### config.mk
export PLATFORM = sky130hd
export DESIGN_NAME = a0_trace_fifo
export DESIGN_NICKNAME = d
export VERILOG_FILES = /design/src/rtl/a0_trace_fifo.sv
export SDC_FILE = /design/constraint.sdc
export NUM_CORES = 1
export LEC_CHECK = 0
export BUFFER_PORTS_ARGS = -buffer_cell sky130_fd_sc_hd__buf_2
export CAP_MARGIN = 20
export CORE_MARGIN = 4
export CORE_UTILIZATION = 46
export DETAILED_ROUTE_END_ITERATION = 6
export SLEW_MARGIN = 20
export SYNTH_ARGS = -nofsm -noshare
export SYNTH_HDL_FRONTEND = slang
export SYNTH_SLANG_ARGS = --single-unit
### constraint.sdc
create_clock -name clk -period 6.4 [get_ports clk]
set_input_delay 0 -clock clk [delete_from_list [all_inputs] [get_ports clk]]
set_output_delay 0 -clock clk [all_outputs]
set_load 0.01 [all_outputs]
### src/rtl/a0_trace_fifo.sv
// a0_trace_fifo: timestamps every change of the CPU a0 register and queues it in a FWFT FIFO
//   Parameters: DW = a0/out_data width, TSW = timestamp width, DEPTH = entries (power of 2, >= 2)
//   Ports:
//     clk, rst           clock and synchronous active-high reset
//     a0_in, en          sampled a0 value and sample enable (en=0 pauses tracing and the timestamp)
//     out_valid/ready    valid/ready drain handshake for the head event
//     out_data, out_ts   head event value and timestamp, 0 while empty
//     count              number of queued events
//     overflow           sticky drop flag, cleared by clear_ovf (a same-edge drop wins)
module a0_trace_fifo #(
    parameter int DW    = 32,
    parameter int TSW   = 16,
    parameter int DEPTH = 16
) (
    input  logic                       clk,
    input  logic                       rst,
    input  logic [DW-1:0]              a0_in,
    input  logic                       en,
    output logic                       out_valid,
    input  logic                       out_ready,
    output logic [DW-1:0]              out_data,
    output logic [TSW-1:0]             out_ts,
    output logic [$clog2(DEPTH+1)-1:0] count,
    output logic                       overflow,
    input  logic                       clear_ovf
);
    localparam int AW = $clog2(DEPTH);
    localparam int CW = $clog2(DEPTH+1);

    logic [TSW-1:0] ts_q, ts_d;
    logic [DW-1:0]  prev_q, prev_d;
    logic           prev_vld_q, prev_vld_d;
    logic [AW-1:0]  wr_ptr_q, wr_ptr_d, rd_ptr_q, rd_ptr_d;
    logic [CW-1:0]  count_q, count_d;
    logic           ovf_q, ovf_d;
    logic [DW-1:0]  mem_data_q [DEPTH];
    logic [TSW-1:0] mem_ts_q   [DEPTH];
    logic           evt, full, pop, push, drop;

    always_comb begin
        out_valid  = count_q != '0;
        full       = count_q == CW'(DEPTH);
        evt        = en && (!prev_vld_q || a0_in != prev_q);
        pop        = out_valid && out_ready;
        push       = evt && (!full || pop);
        drop       = evt && full && !pop;
        ts_d       = en ? ts_q + TSW'(1) : ts_q;
        prev_d     = en ? a0_in : prev_q;
        prev_vld_d = en || prev_vld_q;
        wr_ptr_d   = push ? wr_ptr_q + AW'(1) : wr_ptr_q;
        rd_ptr_d   = pop ? rd_ptr_q + AW'(1) : rd_ptr_q;
        count_d    = count_q + CW'(push) - CW'(pop);
        ovf_d      = drop ? 1'b1 : clear_ovf ? 1'b0 : ovf_q;
        out_data   = out_valid ? mem_data_q[rd_ptr_q] : '0;
        out_ts     = out_valid ? mem_ts_q[rd_ptr_q] : '0;
        count      = count_q;
        overflow   = ovf_q;
    end

    always_ff @(posedge clk) begin
        if (rst) begin
            ts_q       <= '0;
            prev_q     <= '0;
            prev_vld_q <= 1'b0;
            wr_ptr_q   <= '0;
            rd_ptr_q   <= '0;
            count_q    <= '0;
            ovf_q      <= 1'b0;
        end else begin
            ts_q       <= ts_d;
            prev_q     <= prev_d;
            prev_vld_q <= prev_vld_d;
            wr_ptr_q   <= wr_ptr_d;
            rd_ptr_q   <= rd_ptr_d;
            count_q    <= count_d;
            ovf_q      <= ovf_d;
        end
    end

    // Storage needs no reset: entries are only visible between rd and wr pointers.
    always_ff @(posedge clk) begin
        if (push && !rst) begin
            mem_data_q[wr_ptr_q] <= a0_in;
            mem_ts_q[wr_ptr_q]   <= ts_q;
        end
    end
endmodule

==> flow_summary.json, run 1 <==
{
  "cts_tree": "yes",
  "grt.overflow.total": 0,
  "fp.dieH_um": 274,
  "worstSkewPairLatency_ns": 0.63,
  "powerDensity_mw_per_mm2": 371,
  "initial_core_util_pct": 46.4,
  "first_pass_iters": 7,
  "maxSlewHeadroom_pct": 23.2,
  "core-area_mm2": 0.0700,
  "antenna_found_initial": 4,
  "cts_sinks": 835,
  "slowest_stage": "or4_1",
  "dpl_cell_area_mm2": 0.0341,
  "cts_buffers": 86,
  "grt_pass1_vias": 16043,
  "finalMaxSlewViolations": 0,
  "areaGrowthSynthToFinish_pct": 15.1,
  "final_cell_mix": "768 x edfxtp_1, 227 x mux4_2, 91 x clkbuf_16, 91 x buf_2",
  "cap_violations": 0,
  "syn_nets": 1521,
  "design.die.area_mm2": 0.0749,
  "wire_per_inst_um": 26.5,
  "critPathLaunchType": "flop",
  "hp-class": "input pin to flop",
  "critical-path-max-stage-delay_ns": 0.75,
  "pwr-share-seq_pct": 45.1,
  "num-fill-cells": 5379,
  "setup_ws_ns": 2.64,
  "skew_ns": 0.0264,
  "core.rowCount": 97,
  "vdd_drop_max_mv": 0.252,
  "cp_cell_sequence": "xnor2_1 -> nand4_1 -> or4_1 -> nor3_4 -> buf_4 -> or2_2 -> ha_1 -> inv_1 -> ha_1 -> fa_1 -> a21oi_1 -> nor2_1 -> nor2_1 -> xnor2_1 -> nor2_1",
  "dieWidth_um": 274,
  "seq_area_mm2": 0.0244,
  "synth_edf_count": 768,
  "outcome": "finished, final reports clean",
  "io_buffers": 91,
  "yosysSeqAreaShare_pct": 75.2,
  "combPwrFrac_pct": 18.5,
  "synth_area_leaders": "edfxtp_1 71%, mux4_2 16%, dfxtp_1 4.1%",
  "cts.path.max_buffers": 3,
  "async_flop_share_pct": 0,
  "cp_max_fo": 18,
  "synth_seq_cells": 835,
  "ys_types": 41,
  "syn-instance-count": 1471,
  "multi_input_area_mm2": 0.00766,
  "rsz0062_at_grt": "false",
  "dp_hpwl_um": 35900,
  "yosysWarnings": 0,
  "nets": 1704,
  "ctsHoldBuffers": 35,
  "pwr-share-clk_pct": 36.4,
  "path_common_cell": "nor2_1",
  "swShare_pct": 24.7,
  "routed_wl_um": 70600,
  "syn_area_mm2": 0.0325,
  "power.internal_w": 0.0104,
  "post-route-period-util_pct": 58.8,
  "leakagePower_nw": 11.7,
  "layout_commonest_cell": "edfxtp_1",
  "io_pins": 92,
  "totalPowerFinal_w": 0.0138,
  "cts_root_buf": "clkbuf_16",
  "clk_pin_slew_ns": 0.06,
  "drtIter0Drc": 1328,
  "synth_top_area_share_pct": 71.1,
  "cp.arrival_ns": 4.23,
  "synth_largest_area_cell": "edfxtp_1",
  "drive_above_1_share_pct": 29.6,
  "cts_htree_levels": 3,
  "drc": 0,
  "post-place-ws_ns": 2.68,
  "vias": 15150,
  "track_usage_pct": 19.3,
  "worst_setup_path_end_kind": "flop",
  "ant_nets": 0,
  "avgSynthCellArea_um2": 22.1,
  "grt_pass1_wl_um": 106000,
  "path_class": "flop to flop",
  "finalCriticalPeriod_ns": 3.76,
  "grt_start_max_net_pins": 109,
  "synthFlopType": "edfxtp_1",
  "vias_per_cell": 5.68,
  "fin_area_mm2": 0.0374,
  "cts_post_setup_buffers_inserted": 0,
  "hold_violations": 0,
  "max_freq_mhz": 266,
  "setup_viol": 0,
  "place.gp.congestion": 0.714,
  "ctsResizeCount": 0,
  "tightest_slew_ns": 1.15,
  "worst_ep_required_time_ns": 6.87,
  "switching_power_w": 0.00342
}
==> metal layers <==
layer  share of wire (%)  global-route usage, %  wire (um)
met2                  49                   31.2      34600
met5                   0                      0          0
met4                 1.7                   4.81       1230
met3                 5.1                   2.94       3590
met1                  44                   28.1      31200
==> flip-flops by register name (all words and copies together), names as in the netlist, named ones only <==
signal      cells
count           5
mem_data_q    512
mem_ts_q      256
overflow        1
prev_q         32
prev_vld_q      1
rd_ptr_q        4
ts_q           16
wr_ptr_q        4
==> final cells by class <==
class | instances | share of cell area [%]
Inverter | 11 | 0.111
Antenna cell | 2 | 0.0134
Clock inverter | 38 | 1.16
Multi-Input combinational cell | 552 | 20.5
Clock buffer | 121 | 6.59
Tap cell | 940 | 3.15
Sequential cell | 835 | 65.4
Timing Repair Buffer | 168 | 3.10
==> synth_stat cells (15+ instances only) <==
master and number:
edfxtp_1 768, mux4_2 227, dfxtp_1 67, nor2_1 63, and2_1 48, clkbuf_1 35
mux2i_1 34, xor2_1 31, nor4_1 24, xnor2_1 22, nand2_1 16, buf_6 15
==> worst max-delay path: cells and delay by family, from the launching register on <==
family,cells,cell delay [ns]
AOI/OAI and AO/OA,1,0.16
xor gates and xnor gates,2,0.46
adders and majority gates,3,0.76
buffers and inverters,2,0.37
DFF,1,0.32
and+or+nand+nor,7,1.53
==> metrics by stage <==
step / TNS [ns] / std cells / util (%) / hold slack [ns]
detailed placement: 0 / 2471 / 48.7 / 0.278
global route: 0 / 2665 / 53.3 / 0.0687
finish: 0 / 2667 / 53.3 / 0.0515
global placement: 0 / 2471 / 48.7 / 0.295
floorplan: -29.62 / 1471 / - / 0.0989
CTS: 0 / 2665 / 53.3 / 0.0259
==> power groups by stage <==
stage	logic [W]	registers [W]	clock network [W]
6_report	0.00256	0.00624	0.00504
5_1_grt	0.00279	0.00626	0.00540
4_1_cts	0.00264	0.00625	0.00516
3_5_place_dp	0.00261	0.00636	0
3_3_place_gp	0.00261	0.00635	0
2_1_floorplan	0.00193	0.00630	0
==> cells by family (layout without fill, tap and decap cells) <==
| logic type | count (synthesis) | after routing | share of synthesized area [%] |
|---|---|---|---|
| compound gates | 16 | 16 | 0.285 |
| xor+xnor | 53 | 53 | 1.43 |
| fa+ha+maj | 13 | 13 | 0.524 |
| buf+inv | 84 | 338 | 1.53 |
| flops | 835 | 835 | 75.2 |
| mux | 274 | 274 | 17.9 |
| other cells | 0 | 2 | 0 |
| simple gates | 196 | 196 | 3.20 |
==> worst paths after layout <==
path                                end                    start  depth (start not counted)  slack (ns)
setup / recovery    count[4]$_SDFF_PP0_  prev_q[30]$_SDFFE_PP0P_                         15        2.64
hold / removal      count[3]$_SDFF_PP0_                      rst                          3        0.05
setup reg to reg    count[4]$_SDFF_PP0_  prev_q[30]$_SDFFE_PP0P_                         15        2.64
hold reg to reg   prev_vld_q$_SDFF_PP0_    prev_vld_q$_SDFF_PP0_                          2        0.51
No activity file was read; power rests on OpenSTA's default activity.
==> run 2, diff against run 1 <==
==> constraint.sdc (replaced) <==
create_clock -name clk -period 3.1 [get_ports clk]
set_input_delay 0 -clock clk [delete_from_list [all_inputs] [get_ports clk]]
set_output_delay 0 -clock clk [all_outputs]
set_load 0.01 [all_outputs]
==> run 2 against run 1 <==
Against the previous run: critical path depth down 1; critical endpoint unchanged; highest routed layer is now met5; register-to-register slack lost 2.6 ns; combinational power is 130% higher; global-route usage rose by 0.85 points; worst hold slack improved by 0.12 ns.
==> flow_summary.json, run 2 (synthesis gave the netlist of run 1 again) <==
{
  "cts_sinks": 835,
  "critPathLaunchType": "flop",
  "dp_hpwl_um": 40100,
  "core-area_mm2": 0.0700,
  "top_usage_layer": "met2",
  "max_freq_mhz": 327,
  "areaGrowthSynthToFinish_pct": 17.3,
  "tightest_slew_ns": 0.896,
  "outcome": "finished, final reports clean",
  "grt_start_max_net_pins": 69,
  "cap_violations": 0,
  "powerDensity_mw_per_mm2": 746,
  "drive_above_1_share_pct": 32.7,
  "antenna_found_initial": 3,
  "grt_pass1_wl_um": 110000,
  "routed_wl_um": 73600,
  "track_usage_pct": 20.2,
  "first_pass_iters": 5,
  "grt.overflow.total": 0,
  "post-place-ws_ns": 0.0812,
  "dieWidth_um": 274,
  "final_cell_mix": "768 x edfxtp_1, 227 x mux4_2, 91 x buf_2",
  "core.rowCount": 97,
  "design.die.area_mm2": 0.0749,
  "path_class": "flop to flop",
  "ant_nets": 0,
  "cts_root_buf": "clkbuf_16",
  "drc": 0,
  "vias": 15488,
  "grt_pass1_vias": 16294,
  "io_buffers": 91,
  "cts.path.max_buffers": 3,
  "cts_htree_levels": 3,
  "leakagePower_nw": 11.9,
  "cts_buffers": 86,
  "hold_violations": 0,
  "cts_tree": "yes",
  "place.gp.congestion": 0.727,
  "grt_util_met2_pct": 33.8,
  "skew_ns": 0.0203,
  "drtIter0Drc": 1320,
  "totalPowerFinal_w": 0.0284,
  "met3_usage_pct": 3.06,
  "worstSkewPairLatency_ns": 0.63,
  "maxSlewHeadroom_pct": 40.2,
  "largest_register_ffs": 512,
  "finalCriticalPeriod_ns": 3.06,
  "rsz0062_at_grt": "true",
  "setup_viol": 0,
  "vdd_drop_max_mv": 1.04,
  "fp.dieH_um": 274,
  "worst_setup_path_end_kind": "flop",
  "cp_max_fo": 2,
  "nets": 1755,
  "clk_pin_slew_ns": 0.06,
  "post-route-period-util_pct": 98.7,
  "io_pins": 92,
  "hp-class": "input pin to flop",
  "wire_per_inst_um": 27.1,
  "finalMaxSlewViolations": 0,
  "layout_commonest_cell": "edfxtp_1",
  "cp.arrival_ns": 3.54,
  "setup_ws_ns": 0.0398,
  "initial_core_util_pct": 46.4,
  "regMostFlops": "mem_data_q",
  "use_met1_pct": 28.5,
  "vias_per_cell": 5.71,
  "reg.largest.list": "mem_data_q x512, mem_ts_q x256, prev_q x32",
  "worst_ep_required_time_ns": 3.58
}
run 2: area by class of cell:
cell class                      count  area (um^2)
Antenna cell                        1         2.50
Clock buffer                      110         2340
Clock inverter                     45          337
Fill cell                        5344        32000
Inverter                           11         41.3
Multi-Input combinational cell    552         7880
Sequential cell                   835        24400
Tap cell                          940         1180
Timing Repair Buffer              219         1870
run 2: report_power, final:
part | internal, W | switching, W
clock network | 0.00565 | 0.00414
registers | 0.0126 | 0.000181
logic | 0.00293 | 0.00289
run 2: worst max-delay path, stage by stage, from the launching register on:
cell     delay, ns
dfxtp_2       0.33
xnor2_2       0.13
nand4_1       0.18
or4_4         0.61
nor3_4        0.32
or2_4         0.20
ha_4          0.12
inv_2         0.04
ha_4          0.15
fa_2          0.36
a21oi_2       0.12
nor2_1        0.06
nor2_1        0.10
xnor2_1       0.13
nor2_1        0.05
run 2: final timing paths:
check	from	slack, ns	cells after the start	end
max	prev_q[7]$_SDFFE_PP0P_	0.04	14	count[4]$_SDFF_PP0_
min	en	0.17	4	prev_vld_q$_SDFF_PP0_
max reg2reg	prev_q[7]$_SDFFE_PP0P_	0.04	14	count[4]$_SDFF_PP0_
min reg2reg	prev_vld_q$_SDFF_PP0_	0.48	2	prev_vld_q$_SDFF_PP0_
run 2: what timing repair did:
item	in CTS	in global routing
pin swaps	0	7
endpoints found under the setup margin	11	1
hold buffers	36	0
setup buffers	3	0
endpoints found under the hold margin	552	0
gates cloned	0	0
gates resized for setup	0	7
run 2: stage by stage:
| stage | TNS [ns] | std cells | cell area, um^2 | util [%] | hold WS, ns |
|---|---|---|---|---|---|
| 2_1_floorplan | -29.77 | 1471 | 32800 | - | 0.0989 |
| 3_3_place_gp | 0 | 2518 | 35000 | 50.0 | 0.271 |
| 3_5_place_dp | 0 | 2518 | 35000 | 50.0 | 0.267 |
| 4_1_cts | 0 | 2712 | 38000 | 54.3 | 0.127 |
| 5_1_grt | -0.122 | 2713 | 38100 | 54.4 | 0.159 |
| 6_report | 0 | 2713 | 38100 | 54.4 | 0.168 |
run 2: per-layer routing:
layer	share of wire [%]	up-vias	wire [um]
li1	-	6591	-
met1	42	8371	31200
met2	51	441	37200
met3	5.8	83	4250
met4	1.4	2	1010
met5	0.018	-	13
==> run 3, diff against run 2 <==
--- a/config.mk
+++ b/config.mk
@@ -8,7 +8,7 @@
 export BUFFER_PORTS_ARGS = -buffer_cell sky130_fd_sc_hd__buf_2
 export CAP_MARGIN = 20
 export CORE_MARGIN = 4
-export CORE_UTILIZATION = 46
+export CORE_UTILIZATION = 40
 export DETAILED_ROUTE_END_ITERATION = 6
 export SLEW_MARGIN = 20
 export SYNTH_ARGS = -nofsm -noshare
==> run 3 against run 2 <==
Against the previous run: cell count increased by 4.8%; worst hold slack improved by 0.032 ns; sequential share of layout area decreased by 0.63 points; sequential power about the same.
==> flow_summary.json, run 3 (synthesis gave the netlist of run 1 again) <==
{
  "r2r_cells": 15,
  "regMostFlops": "mem_data_q",
  "reg.largest.list": "mem_data_q x512, mem_ts_q x256, prev_q x32",
  "vdd_drop_max_mv": 0.446,
  "io_buffers": 91,
  "setup_viol": 0,
  "dp_hpwl_um": 41900,
  "r2r_slack_ns": 0.07,
  "cap_violations": 0,
  "cts_sinks": 835,
  "drive_above_1_share_pct": 32.6,
  "cts_htree_levels": 3,
  "setup_ws_ns": 0.0745,
  "post-place-ws_ns": -0.0556,
  "fp.dieH_um": 293,
  "wire_per_inst_um": 26.6,
  "core.rowCount": 104,
  "initial_core_util_pct": 40.4,
  "layout_commonest_cell": "edfxtp_1",
  "worstSkewPairLatency_ns": 0.63,
  "utilization_pct": 47.8,
  "outcome": "finished, final reports clean",
  "nets": 1761,
  "antenna_found_initial": 3,
  "vias": 15414,
  "cts_root_buf": "clkbuf_16",
  "use_met1_pct": 24.0,
  "first_pass_iters": 5,
  "grt_pass1_vias": 16296,
  "track_usage_pct": 17.8,
  "finalCriticalPeriod_ns": 3.03,
  "whs_path_depth": 2,
  "grt_util_met2_pct": 30.6,
  "dp.cells": 2645,
  "largest_register_ffs": 512,
  "skew_ns": 0.0172,
  "routed_wl_um": 75600,
  "cp-startpoint": "prev_q[19]$_SDFFE_PP0P_",
  "rsz0062_at_grt": "true",
  "regToRegStartpoint": "prev_q[19]$_SDFFE_PP0P_",
  "drtIter0Drc": 1479,
  "hold_slack_ns": 0.200,
  "areaGrowthSynthToFinish_pct": 18.5,
  "drc": 0,
  "worstHoldEndpoint": "mem_data_q[5][16]$_DFFE_PP_",
  "hp-class": "input pin to flop",
  "worst_ep_required_time_ns": 3.57,
  "hold_path.startpoint": "a0_in[16]",
  "critPathLaunchType": "flop",
  "tightest_slew_ns": 1.02,
  "r2r-end": "count[4]$_SDFF_PP0_",
  "clk_pin_slew_ns": 0.06,
  "instances_no_fill": 2842,
  "hold_violations": 0,
  "grt_start_max_net_pins": 86,
  "path_class": "flop to flop",
  "max_freq_mhz": 331,
  "cp_max_fo": 2,
  "final_cell_mix": "768 x edfxtp_1, 227 x mux4_2, 91 x buf_2",
  "vias_per_cell": 5.42,
  "powerDensity_mw_per_mm2": 742,
  "dieWidth_um": 293,
  "cp.arrival_ns": 3.50,
  "cts_tree": "yes",
  "maxSlewHeadroom_pct": 31.4,
  "core-area_mm2": 0.0804,
  "grt_pass1_wl_um": 112000,
  "io_pins": 92,
  "top_usage_layer": "met2",
  "worst_setup_path_end_kind": "flop",
  "place.gp.congestion": 0.722,
  "leakagePower_nw": 12.0,
  "cts.path.max_buffers": 3,
  "met3_usage_pct": 3.03,
  "design.die.area_mm2": 0.0858,
  "cts_buffers": 82,
  "ant_nets": 0,
  "grt.overflow.total": 0,
  "post-route-period-util_pct": 97.6,
  "finalMaxSlewViolations": 0
}
[run 3: worst max path at each step]
stage | endpoint | depth (start not counted)
finish | count[4]$_SDFF_PP0_ | 15
floorplan | count[4]$_SDFF_PP0_ | 15
global placement | count[4]$_SDFF_PP0_ | 15
CTS | out_data[8] | 5
global route | count[4]$_SDFF_PP0_ | 15
detailed placement | count[4]$_SDFF_PP0_ | 15
[run 3: final cells by class]
| cell class | count | area, um^2 |
|---|---|---|
| Multi-Input combinational cell | 552 | 7890 |
| Timing Repair Buffer | 229 | 2090 |
| Tap cell | 1060 | 1330 |
| Clock buffer | 111 | 2220 |
| Fill cell | 6595 | 42000 |
| Antenna cell | 2 | 5.00 |
| Clock inverter | 42 | 440 |
| Sequential cell | 835 | 24400 |
| Inverter | 11 | 41.3 |
[run 3: layer usage]
metal,wire length [um],share of wire [%],vias to the layer above
li1,-,-,6617
met2,38900,52,403
met4,987,1.3,2
met1,31500,42,8325
met5,13,0.017,-
met3,4160,5.5,67
[run 3: worst max-delay path: stages (launching register included)]
cell	delay, ns
dfxtp_1	0.32
xnor2_1	0.15
nand4_1	0.21
or4_4	0.60
nor3_4	0.18
buf_12	0.14
or2_4	0.12
ha_4	0.12
inv_2	0.04
ha_4	0.15
fa_2	0.35
a21oi_2	0.14
nor2_1	0.06
nor2_1	0.13
xnor2_1	0.13
nor2_1	0.05
[run 3: timing repair]
action,4_1_cts,5_1_grt
pin swaps,0,1
setup endpoints to repair,41,13
gates resized for setup,3,8
hold buffers,38,0
hold endpoints to repair,553,0
buffers inserted,1,3
[run 3: through the flow]
step	TNS (ns)	cell area (um^2)	power, W
CTS	0	38400	0.0289
finish	0	38500	0.0285
global route	-0.0112	38500	0.0298
detailed placement	-0.0556	35300	0.0190
floorplan	-29.77	32800	0.0171
global placement	-0.0361	35300	0.0189
[run 3: power breakdown]
group | internal [W] | switching (W) | total [W]
Combinational | 0.00292 | 0.00301 | 0.00593
Sequential | 0.0126 | 0.000151 | 0.0128
Clock | 0.00573 | 0.00412 | 0.00985
Total | 0.0213 | 0.00728 | 0.0285
